## src/rtl/exec_ctrl.sv

```systemverilog
// Execution sequencer: single-step, free-run with gap, PC breakpoint halt, fetch wait.
// Optional retired-instruction counter enabled by defining EXEC_CTRL_ICOUNT_EN.
module exec_ctrl #(
  parameter int unsigned FETCH_LAT = 1,
  parameter int unsigned RUN_DIV   = 0
) (
  input  logic        clk,
  input  logic        rst,
  input  logic        step_req,
  input  logic        run_toggle,
  input  logic        halt_req,
  input  logic [31:0] pc,
  input  logic [31:0] bp_addr,
  input  logic        bp_en,
  output logic        commit,
  output logic        running,
  output logic        bp_hit,
  output logic [1:0]  state
`ifdef EXEC_CTRL_ICOUNT_EN
  ,
  input  logic        cnt_clr,
  output logic [31:0] instret
`endif
);

  typedef enum logic [1:0] {
    S_HALT   = 2'b00,
    S_WAIT   = 2'b01,
    S_COMMIT = 2'b10
  } state_t;

  // Counter holds N-1 so the WAIT exit happens when it reaches zero.
  localparam logic [23:0] STEP_LOAD = 24'(FETCH_LAT - 1);
  localparam logic [23:0] RUN_LOAD  = 24'(FETCH_LAT + RUN_DIV - 1);

  state_t      state_q, state_n;
  logic [23:0] cnt_q, cnt_n;
  logic        running_n, bp_hit_n, stop;

  assign state = state_q;

  always_comb begin
    state_n   = state_q;
    cnt_n     = cnt_q;
    running_n = running;
    bp_hit_n  = bp_hit;
    stop      = running & (run_toggle | halt_req);
    case (state_q)
      S_HALT: begin
        if (run_toggle) begin
          running_n = 1'b1;
          bp_hit_n  = 1'b0;
          state_n   = S_COMMIT;
        end else if (step_req) begin
          bp_hit_n  = 1'b0;
          state_n   = S_COMMIT;
        end
      end
      S_COMMIT: begin
        state_n = S_WAIT;
        cnt_n   = running ? RUN_LOAD : STEP_LOAD;
        if (stop) running_n = 1'b0;
      end
      S_WAIT: begin
        if (stop) running_n = 1'b0;
        if (cnt_q == 24'd0) begin
          // A stop arriving on the final wait cycle still prevents the next commit.
          if (!running || stop) begin
            running_n = 1'b0;
            state_n   = S_HALT;
          end else if (bp_en && (pc == bp_addr)) begin
            running_n = 1'b0;
            bp_hit_n  = 1'b1;
            state_n   = S_HALT;
          end else begin
            state_n   = S_COMMIT;
          end
        end else begin
          cnt_n = cnt_q - 24'd1;
        end
      end
      default: begin
        running_n = 1'b0;
        state_n   = S_HALT;
      end
    endcase
  end

  always_ff @(posedge clk or posedge rst) begin
    if (rst) begin
      state_q <= S_WAIT;
      cnt_q   <= STEP_LOAD;
      commit  <= 1'b0;
      running <= 1'b0;
      bp_hit  <= 1'b0;
    end else begin
      state_q <= state_n;
      cnt_q   <= cnt_n;
      commit  <= (state_n == S_COMMIT);
      running <= running_n;
      bp_hit  <= bp_hit_n;
    end
  end

`ifdef EXEC_CTRL_ICOUNT_EN
  always_ff @(posedge clk or posedge rst) begin
    if (rst)          instret <= 32'd0;
    else if (cnt_clr) instret <= 32'd0;
    else if (commit)  instret <= instret + 32'd1;
  end
`endif

endmodule

```

## config.mk

```make
export PLATFORM = sky130hd
export DESIGN_NAME = exec_ctrl
export DESIGN_NICKNAME = d
export VERILOG_FILES = /design/src/rtl/exec_ctrl.sv
export SDC_FILE = /design/constraint.sdc
export NUM_CORES = 1
export LEC_CHECK = 0
export BUFFER_PORTS_ARGS = -buffer_cell sky130_fd_sc_hd__buf_2
export CAP_MARGIN = 20
export CORE_UTILIZATION = 44
export DETAILED_ROUTE_END_ITERATION = 7
export PLACE_DENSITY = 0.71
export SYNTH_ARGS = -nofsm -noshare
export SYNTH_HDL_FRONTEND = slang
export SYNTH_SLANG_ARGS = --single-unit
```

## constraint.sdc

```tcl
create_clock -name clk -period 4.3 [get_ports clk]
set_input_delay 0.43 -clock clk [delete_from_list [all_inputs] [get_ports clk]]
set_output_delay 0.43 -clock clk [all_outputs]
set_load 0.03 [all_outputs]
```

==> out/summary.txt <==
status - completed
CTS resizes - 0
row count - 23
final worst-path cycle share - 62.9%
H-tree depth - 2
vias in the first global route - 1,575
most frequent CP cell - or4_4
drt first pass iters - 4
Tightest Pin Transition - 0.708 ns
crit path time final - 2.70 ns
fin nets - 345
CP max FO - 8
Final Cell Area - 2380 um^2
via count - 1,691
Gate Count Post-Synth - 195
PnR Total Power - 753 uW
Worst path slowest cell - or4_4
n_diodes - 0
largest family of logic cells by synthesized area - simple AND/OR/NAND/NOR gates
fin util - 59.0%
Final Max Tran Viols - 0
Worst-path clk slew - 0.06 ns
Hold Fails Final Rpt - 0
area of the multi-input gates - 1100 um^2
RSZ-0062 raised after global routing - false
total gr overflow - 0
core box area - 4030 um^2
first-pass GRT wire length - 6.89 mm
Fin Setup TNS - 0 ns
placed instance area - 2300 um^2
clk sinks - 29
top cells by count, synth - xor2_1, dfrtp_1, nand2_1
syn_area_per_cell - 9.53 um^2
Max Cap Viol - 0
Cell Area, Synth - 1860 um^2
overall routing resource usage - 20.3%
setup slack after layout - 1.60 ns
Post-synth EDFFs - 0
Crit path max-delay family - simple AND/OR/NAND/NOR gates
Async S/R FF share, synth - 100%
Num CTS Buffers - 5
Layout Skew - 0.00273 ns
Buffers & Inverters on Critical Path - 0
CTS tree - done
CTS Hold Bufs - 0
DIE AREA - 4490 um^2
top-area cell type share of the netlist area - 37.7%
Mapped Nets - 267
largest cells by area after synthesis - dfrtp_1, xor2_1, mux2i_1
crit path cell chain - or4_4, or4_1, or4_4, nor3b_2, mux2i_1
Setup violations, final - 0
Die X - 67.0 um
Crit path depth - 5
Critical Path RT - 4.50 ns
layout cells sized above 1 - 32.5%
routability cong. - 0.741
Starting Density - 46.1%
die height - 67.0 um
Final HPWL DP - 3.21 mm
critical setup path kind - reg2reg
wire per inst - 12.3 um
number of distinct library cells after synthesis - 38
Root Buffer Master - clkbuf_8
Most used DFF post-synth - dfrtp_1
Synth Area in Adders - 1.35%
Post-Synth XOR/XNOR Area - 16.0%
Worst setup EP type - flop
clk buf depth - 2
Register Area - 727 um^2
IO Pins - 75
synthesis-to-layout area growth - 27.9%
Setup Fix Bufs, Post-CTS - 0
post-synthesis cell type with the largest combined area - dfrtp_1
initial antenna violation count - 0
CP arrival - 2.91 ns
clk_lat worst skew - 0.28 ns
Leak Pwr - 0.00117 uW
Synth warnings - 0
R2R depth - 5
fmax - 370 MHz
PwrDens - 317 nW/um^2
HP Class - in2async
DRC viols - 0
DR iter-0 viols - 61
slew margin rel. - 52.8%
Synth Area in Compound Gates - 11.4%
nature of the critical path startpoint - flop
most common cell in the netlist - xor2_1
mux share of post-synthesis cell area - 6.46%
input/output buffers - 74
Total Wirelength - 4.00 mm
area share of and/or/nand/nor cells after synthesis - 23.8%
largest net degree at the start of global routing - 20
maximum VDD drop - 0.212 mV
DRT antenna net count - 0
Fill cells - 361
vias per cell - 5.22
Seq cells post-synth - 29
critical path's largest stage delay - 0.64 ns
post-synthesis sequential area ratio - 39.1%
worst slack, placed - 1.60 ns
[worst reg2reg max path, cell delays in order (launching register included)]
cell and delay, ns:
dfrtp_1 0.44, or4_4 0.58, or4_1 0.56, or4_4 0.64
nor3b_2 0.22, mux2i_1 0.19
[cells by family after synthesis]
group	after synthesis
simple gates	80
fa+ha+maj	2
mux	12
flops	29
buf+inv	7
compound gates	31
xor+xnor	34
[final cells by class]
cell class | count | area share, %
clock inverters | 2 | 0.421
well taps | 50 | 2.63
multi-input cells | 159 | 46.1
flip-flops and latches | 29 | 30.6
inverters | 3 | 0.473
repair buffers | 75 | 16.7
clock buffers | 6 | 3.05
[metal layers]
metal  global-route usage (%)  vias up  routed length (um)
li1                         -      879                   -
met3                     5.48        8                 132
met4                     5.85        0                  51
met2                     33.3       32                1930
met1                     25.7      772                1880
met5                        0        -                   0
[stage by stage]
step,cells,hold WS (ns)
global placement,315,0.463
CTS,324,0.261
finish,324,0.231
floorplan,195,0.446
detailed placement,316,0.476
global route,324,0.287
[final timing paths]
kind	from	to	slack, ns
max	cnt_q[2]$_DFFE_PP0P_	cnt_q[21]$_DFFE_PP0P_	1.60
min	rst	cnt_q[17]$_DFFE_PP0P_	0.23
max reg2reg	cnt_q[2]$_DFFE_PP0P_	cnt_q[21]$_DFFE_PP0P_	1.60
min reg2reg	cnt_q[5]$_DFFE_PP0P_	cnt_q[5]$_DFFE_PP0P_	0.48
max in group asynchronous	rst	state[0]$_DFF_PP1_	3.49
min in group clk	run_toggle	running$_DFFE_PP0P_	0.47
[state kept, by name (all words and copies together) (netlist names)]
signal and flops:
commit 1, cnt_q 24, running 1, bp_hit 1
state 2
[report_power, final]
group | switching [uW] | internal [uW]
sequential | 22.7 | 294
clock | 100 | 112
combinational | 147 | 77.3
[cell usage in the layout (no fill, tap or decap), types with 2 or more instances in the layout]
cell type | Yosys | final
ha_1 | 2 | 2
dfrtp_1 | 28 | 28
mux2i_1 | 12 | 12
nand2_1 | 19 | 19
o311ai_0 | 2 | 2
nor4_1 | 16 | 16
nor2_1 | 9 | 9
o41ai_1 | 3 | 3
or4_4 | 2 | 2
buf_2 | 1 | 74
xnor2_1 | 3 | 3
a21oi_1 | 4 | 4
nand3_1 | 8 | 8
o31ai_1 | 2 | 2
nor2b_1 | 2 | 2
or3_1 | 4 | 4
inv_1 | 3 | 3
clkbuf_8 | 0 | 5
nor3_1 | 5 | 5
xor2_1 | 31 | 31
clkinv_2 | 0 | 2
nand2b_1 | 4 | 4
o211ai_1 | 2 | 2
or4_1 | 5 | 5
o21ai_0 | 11 | 11
a211oi_1 | 2 | 2
Note: power is estimated with default switching activity, not from simulation.
